File: src/rtl/stack_op_pkg.sv
// ----------------------------------------------------------------------------
// stack_op_pkg
// Shared types and constants for the stack-op sequencer and its ALU.
//   - op_e      : 3-bit opcode encoding
//   - state_e   : sequencer FSM states
//   - ERR_*     : err_code values
//   - is_binary : true for ops that pop two operands
// Build option: define STACK_OP_MUL_EN to turn opcode 000 into MUL (b*a)
// instead of NOP.
// ----------------------------------------------------------------------------
package stack_op_pkg;

   localparam int DEPTH_DEF = 32;
   localparam int W_DEF     = 8;

   typedef enum logic [2:0] {
`ifdef STACK_OP_MUL_EN
      OP_MUL   = 3'b000,
`else
      OP_NOP   = 3'b000,
`endif
      OP_PUSHI = 3'b001,
      OP_POP   = 3'b010,
      OP_DUP   = 3'b011,
      OP_ADD   = 3'b100,
      OP_SUB   = 3'b101,
      OP_AND   = 3'b110,
      OP_NOT   = 3'b111
   } op_e;

   typedef enum logic [2:0] {
      S_IDLE    = 3'd0,
      S_POP1    = 3'd1,
      S_TOS1    = 3'd2,
      S_CAP1    = 3'd3,
      S_CAP2    = 3'd4,
      S_PUSH    = 3'd5,
      S_POPDONE = 3'd6,
      S_ERR     = 3'd7
   } state_e;

   localparam logic [1:0] ERR_NONE  = 2'b00;
   localparam logic [1:0] ERR_UNDER = 2'b01;
   localparam logic [1:0] ERR_OVER  = 2'b10;

   function automatic logic is_binary(op_e op);
      logic bin;
      bin = (op == OP_ADD) || (op == OP_SUB) || (op == OP_AND);
`ifdef STACK_OP_MUL_EN
      bin = bin || (op == OP_MUL);
`endif
      return bin;
   endfunction

endpackage

File: src/rtl/stack_op_alu.sv
// ----------------------------------------------------------------------------
// stack_op_alu
// Combinational result generator for the stack-op sequencer.
// Ports:
//   op     in  opcode of the op in flight
//   a      in  top-of-stack operand
//   b      in  second-from-top operand (binary ops only)
//   imm    in  immediate for PUSHI
//   result out op result, modulo 2^W
// Build option: STACK_OP_MUL_EN adds the b*a multiplier on opcode 000.
// ----------------------------------------------------------------------------
module stack_op_alu
   import stack_op_pkg::*;
#(
   parameter int W = W_DEF
) (
   input  op_e          op,
   input  logic [W-1:0] a,
   input  logic [W-1:0] b,
   input  logic [W-1:0] imm,
   output logic [W-1:0] result
);

   always_comb begin
      // NOTE: result gets a value on every path before the case, so no latch
      // can be inferred when an opcode has no arm here.
      result = '0;
      case (op)
`ifdef STACK_OP_MUL_EN
         OP_MUL:   result = b * a;   // low W bits only
`endif
         OP_PUSHI: result = imm;
         OP_DUP:   result = a;
         OP_ADD:   result = b + a;
         OP_SUB:   result = b - a;
         OP_AND:   result = b & a;
         OP_NOT:   result = ~a;
         default:  result = '0;
      endcase
   end

endmodule

File: src/rtl/stack_op_seq.sv
// ----------------------------------------------------------------------------
// stack_op_seq
// Multicycle sequencer in front of the CPU operand stack. Accepts one op per
// in_valid/in_ready handshake, expands it into pop / read-top / push strobes,
// and tracks the stack depth so underflow and overflow are rejected before
// the stack pointer can wrap.
// Ports:
//   clk, rst        clock, asynchronous active-high reset
//   in_valid/ready  op handshake (ready only in IDLE)
//   in_op, in_imm   opcode and PUSHI immediate
//   stk_dout        stack read data, valid the cycle after stk_pop/stk_tos
//   stk_din         data to stack (push cycle only)
//   stk_push/pop/tos  stack command strobes, at most one per cycle
//   res_valid/data  one-cycle completion pulse with result or popped value
//   err, err_code   one-cycle rejection pulse, 01 underflow / 10 overflow
//   depth           current number of stack entries
// Build option: STACK_OP_MUL_EN makes opcode 000 a MUL with ADD timing.
// ----------------------------------------------------------------------------
module stack_op_seq
   import stack_op_pkg::*;
#(
   parameter int DEPTH = DEPTH_DEF,
   parameter int W     = W_DEF
) (
   input  logic                     clk,
   input  logic                     rst,
   input  logic                     in_valid,
   output logic                     in_ready,
   input  logic [2:0]               in_op,
   input  logic [W-1:0]             in_imm,
   input  logic [W-1:0]             stk_dout,
   output logic [W-1:0]             stk_din,
   output logic                     stk_push,
   output logic                     stk_pop,
   output logic                     stk_tos,
   output logic                     res_valid,
   output logic [W-1:0]             res_data,
   output logic                     err,
   output logic [1:0]               err_code,
   output logic [$clog2(DEPTH):0]   depth
);

   localparam int              DW   = $clog2(DEPTH) + 1;
   localparam logic [DW-1:0]   FULL = DW'(DEPTH);

   state_e         r_state, w_state_nxt;
   op_e            r_op;
   logic [W-1:0]   r_imm, r_a, r_b;
   logic [1:0]     r_err_code, w_chk_code;
   logic           r_nop_done;
   logic [DW-1:0]  r_depth;
   logic [W-1:0]   w_result;
   op_e            w_in_op;
   logic           w_accept;

   assign w_in_op  = op_e'(in_op);
   assign w_accept = (r_state == S_IDLE) && in_valid;

   // Depth requirement of the op being offered; underflow wins over overflow.
   always_comb begin
      w_chk_code = ERR_NONE;
      case (w_in_op)
         OP_PUSHI: if (r_depth == FULL) w_chk_code = ERR_OVER;
         OP_POP,
         OP_NOT:   if (r_depth == '0)   w_chk_code = ERR_UNDER;
         OP_DUP: begin
            if (r_depth == '0)        w_chk_code = ERR_UNDER;
            else if (r_depth == FULL) w_chk_code = ERR_OVER;
         end
         default:  if (is_binary(w_in_op) && (r_depth < DW'(2))) w_chk_code = ERR_UNDER;
      endcase
   end

   always_comb begin
      w_state_nxt = r_state;
      case (r_state)
         S_IDLE: begin
            if (in_valid) begin
               if (w_chk_code != ERR_NONE) begin
                  w_state_nxt = S_ERR;
               end else begin
                  case (w_in_op)
                     OP_PUSHI:       w_state_nxt = S_PUSH;
                     OP_POP, OP_NOT: w_state_nxt = S_POP1;
                     OP_DUP:         w_state_nxt = S_TOS1;
                     // NOP stays in IDLE; binary ops start with a pop.
                     default:        w_state_nxt = is_binary(w_in_op) ? S_POP1 : S_IDLE;
                  endcase
               end
            end
         end
         S_POP1:  w_state_nxt = (r_op == OP_POP) ? S_POPDONE : S_CAP1;
         S_TOS1:  w_state_nxt = S_CAP1;
         S_CAP1:  w_state_nxt = is_binary(r_op) ? S_CAP2 : S_PUSH;
         S_CAP2:  w_state_nxt = S_PUSH;
         default: w_state_nxt = S_IDLE;  // PUSH, POPDONE, ERR
      endcase
   end

   // NOTE: state registers use non-blocking assignments so every register
   // samples the pre-edge values, independent of statement order.
   always_ff @(posedge clk or posedge rst) begin
      if (rst) begin
         r_state    <= S_IDLE;
         r_op       <= op_e'(3'b000);
         r_imm      <= '0;
         r_a        <= '0;
         r_b        <= '0;
         r_err_code <= ERR_NONE;
         r_nop_done <= 1'b0;
         r_depth    <= '0;
      end else begin
         r_state <= w_state_nxt;
         // A clean accept that stays in IDLE is a NOP; it completes next cycle.
         r_nop_done <= w_accept && (w_chk_code == ERR_NONE) && (w_state_nxt == S_IDLE);
         if (w_accept) begin
            r_op       <= w_in_op;
            r_imm      <= in_imm;
            r_err_code <= w_chk_code;
         end
         if (r_state == S_CAP1) r_a <= stk_dout;
         if (r_state == S_CAP2) r_b <= stk_dout;
         if (stk_push)     r_depth <= r_depth + DW'(1);
         else if (stk_pop) r_depth <= r_depth - DW'(1);
      end
   end

   stack_op_alu #(.W(W)) u_alu (
      .op     (r_op),
      .a      (r_a),
      .b      (r_b),
      .imm    (r_imm),
      .result (w_result)
   );

   // Binary ops pop the second operand in CAP1 while capturing the first.
   assign stk_pop   = (r_state == S_POP1) || ((r_state == S_CAP1) && is_binary(r_op));
   assign stk_tos   = (r_state == S_TOS1);
   assign stk_push  = (r_state == S_PUSH);
   assign stk_din   = stk_push ? w_result : '0;

   assign in_ready  = (r_state == S_IDLE);
   assign res_valid = stk_push || (r_state == S_POPDONE) || r_nop_done;
   assign res_data  = stk_push ? w_result :
                      (r_state == S_POPDONE) ? stk_dout : '0;
   assign err       = (r_state == S_ERR);
   assign err_code  = err ? r_err_code : ERR_NONE;
   assign depth     = r_depth;

endmodule
File: config.mk
export PLATFORM = sky130hd
export DESIGN_NAME = stack_op_seq
export DESIGN_NICKNAME = d
export VERILOG_FILES = /design/src/rtl/stack_op_pkg.sv /design/src/rtl/stack_op_alu.sv /design/src/rtl/stack_op_seq.sv
export SDC_FILE = /design/constraint.sdc
export NUM_CORES = 1
export LEC_CHECK = 0
export CORE_ASPECT_RATIO = 0.75
export CORE_UTILIZATION = 32
export DETAILED_ROUTE_END_ITERATION = 8
export SYNTH_ARGS = -nofsm -noshare
export SYNTH_HDL_FRONTEND = slang
export SYNTH_HIERARCHICAL = 1
export SYNTH_SLANG_ARGS = --single-unit
File: constraint.sdc
create_clock -name clk -period 3.9 [get_ports clk]
set_input_delay 0.78 -clock clk [delete_from_list [all_inputs] [get_ports clk]]
set_output_delay 0.78 -clock clk [all_outputs]
set_load 0.02 [all_outputs]
==> results.yml <==
global_routing:
  grt_max_degree: 40
  antenna_found_initial: 0
  grt-ovfl-total: 0
  grtUsageTotal_pct: 17.9
  grt_pass1_vias: 2519
  grt_pass1_wl_microns: 13200
yosys:
  avgSynthCellArea_sq_um: 9.81
  synthMuxAreaShare_pct: 13.4
  synthArstFlopShare_pct: 100
  yosys.area.top_type_share_pct: 34.3
  synth_top_family_by_area: "simple AND/OR/NAND/NOR gates"
  synth_cells: 290
  yosysSeqAreaShare_pct: 34.3
  yosysTopAreaCell: "dfrtp_1"
  synth_xor_xnor_area_share_pct: 6.47
  synth_fa_ha_area_share_pct: 7.13
  ys_types: 48
  yosysWarnings: 6
  syn-cell-area_sq_um: 2840
  synthTopCellsByArea: "dfrtp_1 (34%), mux2_2 (10%), ha_1 (5.7%)"
  synth_compound_area_share_pct: 16.9
  synth_nets: 327
  synth-seq-cells: 39
  synth-edff-count: 0
  synth_simple_gate_area_share_pct: 17.2
  dominantRegCellSynth: "dfrtp_1"
route:
  drt-total-wl_microns: 7810
  num_vias: 2479
  avgRoutedWirePerCell_microns: 16.4
  drc: 0
  vias_per_cell: 5.22
  drt-pass1-iter-count: 4
  first_iter_violations: 157
  ant_nets: 0
die:
  core_area_sq_um: 8530
  die_x_microns: 111
  io_pins: 52
  num_rows: 29
  die_y_microns: 83.6
  dieArea_sq_um: 9270
  initial_core_util_pct: 33.4
cells_and_area:
  multi_input_area_sq_um: 1780
  fin_util_pct: 45.1
  n_fill_cell: 819
  area_growth_pct: 35.2
  final_common_cell: "dfrtp_1"
  regArea_sq_um: 976
  drive_gt1_share_pct: 25.3
  nNetsFinal: 403
  antenna_cells: 0
  layout.cells.non_filler: 475
  mostFrequentLayoutCells: "dfrtp_1 (39), clkdlybuf4s50_1 (37), buf_4 (36)"
critical_path:
  rr_worst_depth: 7
  critical_path_class: "reg -> out"
  crit_path_end_kind: "output pin"
  start_kind: "register"
  crit_arrival_ns: 2.98
  required_ns: 3.12
  crit_path_max_fanout: 4
cts:
  clock_latency_ns: 0.28
  ctsHtreeMaxLevel: 2
  clk_path_buf_depth: 2
  cts_tree: "done"
  clkSlewWorstSetupHoldPaths_ns: 0.06
  numCtsBuffers: 5
  root_buffer: "clkbuf_16"
  holdBufCountCts: 0
  clock_sinks: 39
power_and_ir_drop:
  leakagePower_uw: 0.00174
  p_per_area_nw_per_um2: 1080
  ir_drop_v: 0.000428
worst_hold_path:
  hold_path_depth: 2
  hold_path.class: "reg -> reg"
sta:
  min_period_over_period_pct: 96.5
  tns_ns: 0
  max_freq_mhz: 266
  setup_viol: 0
  slew_violations: 0
  layout_setup_ws_ns: 0.138
  whs_ns: 0.474
  slew_headroom_pct: 46.3
  skew_ns: 0.00516
  min_period_ns: 3.76
  hold_violations: 0
  tightest_slew_ns: 0.806
job:
  drv_cap: 0
outcome:
  status: "finished clean"
placement:
  io_buffer_count: 51
  post-place-cells: 464
  gp_congestion: 0.872
  place.detailed.hpwl_microns: 5710
  place_ws_ns: -0.0618
[sequential cells by signal, indices dropped and copies added (netlist names)]
| register | flops |
|---|---|
| depth | 6 |
| r_a | 8 |
| r_b | 8 |
| r_err_code | 2 |
| r_imm | 8 |
| r_nop_done | 1 |
| r_op | 3 |
| r_state | 3 |
[power breakdown]
| group | leakage, uW | internal [uW] | switching (uW) |
|---|---|---|---|
| Clock | 0.0000772 | 272 | 156 |
| Sequential | 0.000465 | 610 | 249 |
| Combinational | 0.00120 | 1470 | 1410 |
| Total | 0.00174 | 2350 | 1810 |
[cells by family after synthesis]
| logic type | count (synthesis) |
|---|---|
| xor gates and xnor gates | 21 |
| AOI/OAI and AO/OA | 69 |
| muxes | 33 |
| buffers and inverters | 27 |
| DFF | 39 |
| and+or+nand+nor | 86 |
| adders and majority gates | 15 |
[worst paths after layout]
| path | startpoint | end | slack (ns) |
|---|---|---|---|
| min | r_err_code[0] | r_err_code[0] | 0.47 |
| min reg2reg | r_err_code[0] | r_err_code[0] | 0.47 |
| min in group asynchronous | rst | depth[3] | 0.92 |
| max reg2reg | r_state[2] | depth[5] | 1.11 |
| max in group asynchronous | rst | r_b[5] | 2.62 |
| max | r_a[0] | res_data[7] | 0.14 |
[layout make-up]
type	count	area share (%)
multi-input cells	224	46.4
clock buffers	8	4.07
repair buffers	86	19.6
inverters	10	0.977
well taps	108	3.52
flip-flops and latches	39	25.4
[per-layer routing]
metal  track usage [%]  routed length (microns)  up-vias
met2              25.3                     3260       70
li1                  -                        -     1207
met4              4.73                      104        0
met5                 0                        0        -
met3              3.49                      472        7
met1              27.4                     3980     1195
[cell usage after synthesis (3+ instances only)]
library cell,count
o21ai_0,10
nand2_1,16
dfrtp_1,39
o21bai_1,3
nor3b_1,6
clkbuf_1,5
a21oi_1,13
a22oi_1,11
nor2_1,13
xnor2_1,13
and3_1,10
and2_1,3
xor2_1,8
a32oi_1,4
nor3_1,3
mux2_2,26
o21a_1,4
nand2b_1,7
inv_1,10
o31ai_1,5
mux2_4,3
a221oi_1,5
ha_1,13
buf_2,10
nor2b_1,18
[stage by stage]
step                      instance area [sq um]  total power [uW]
after global routing                       3840              4530
after CTS                                  3800              4090
after floorplan                            2840              2630
final                                      3840              4170
after detailed placement                   3640              3600
after global placement                     3640              3550
[repair_timing]
item	4_1_cts	5_1_grt
resized for setup	14	26
endpoints found under the setup margin	10	14
pin swaps	0	4
setup buffers	0	3
[worst max-delay path: stages, from the launching register on]
cell and delay [ns]:
dfrtp_1 0.38, inv_1 0.08, ha_2 0.19, nor3b_4 0.19
a21oi_1 0.11, xnor2_1 0.14, ha_1 0.35, and3_1 0.19
a221oi_2 0.25, xnor2_1 0.14, o221ai_1 0.17, a22oi_1 0.27
nor2b_1 0.07, buf_2 0.16
No activity file was read; power rests on OpenSTA's default activity.
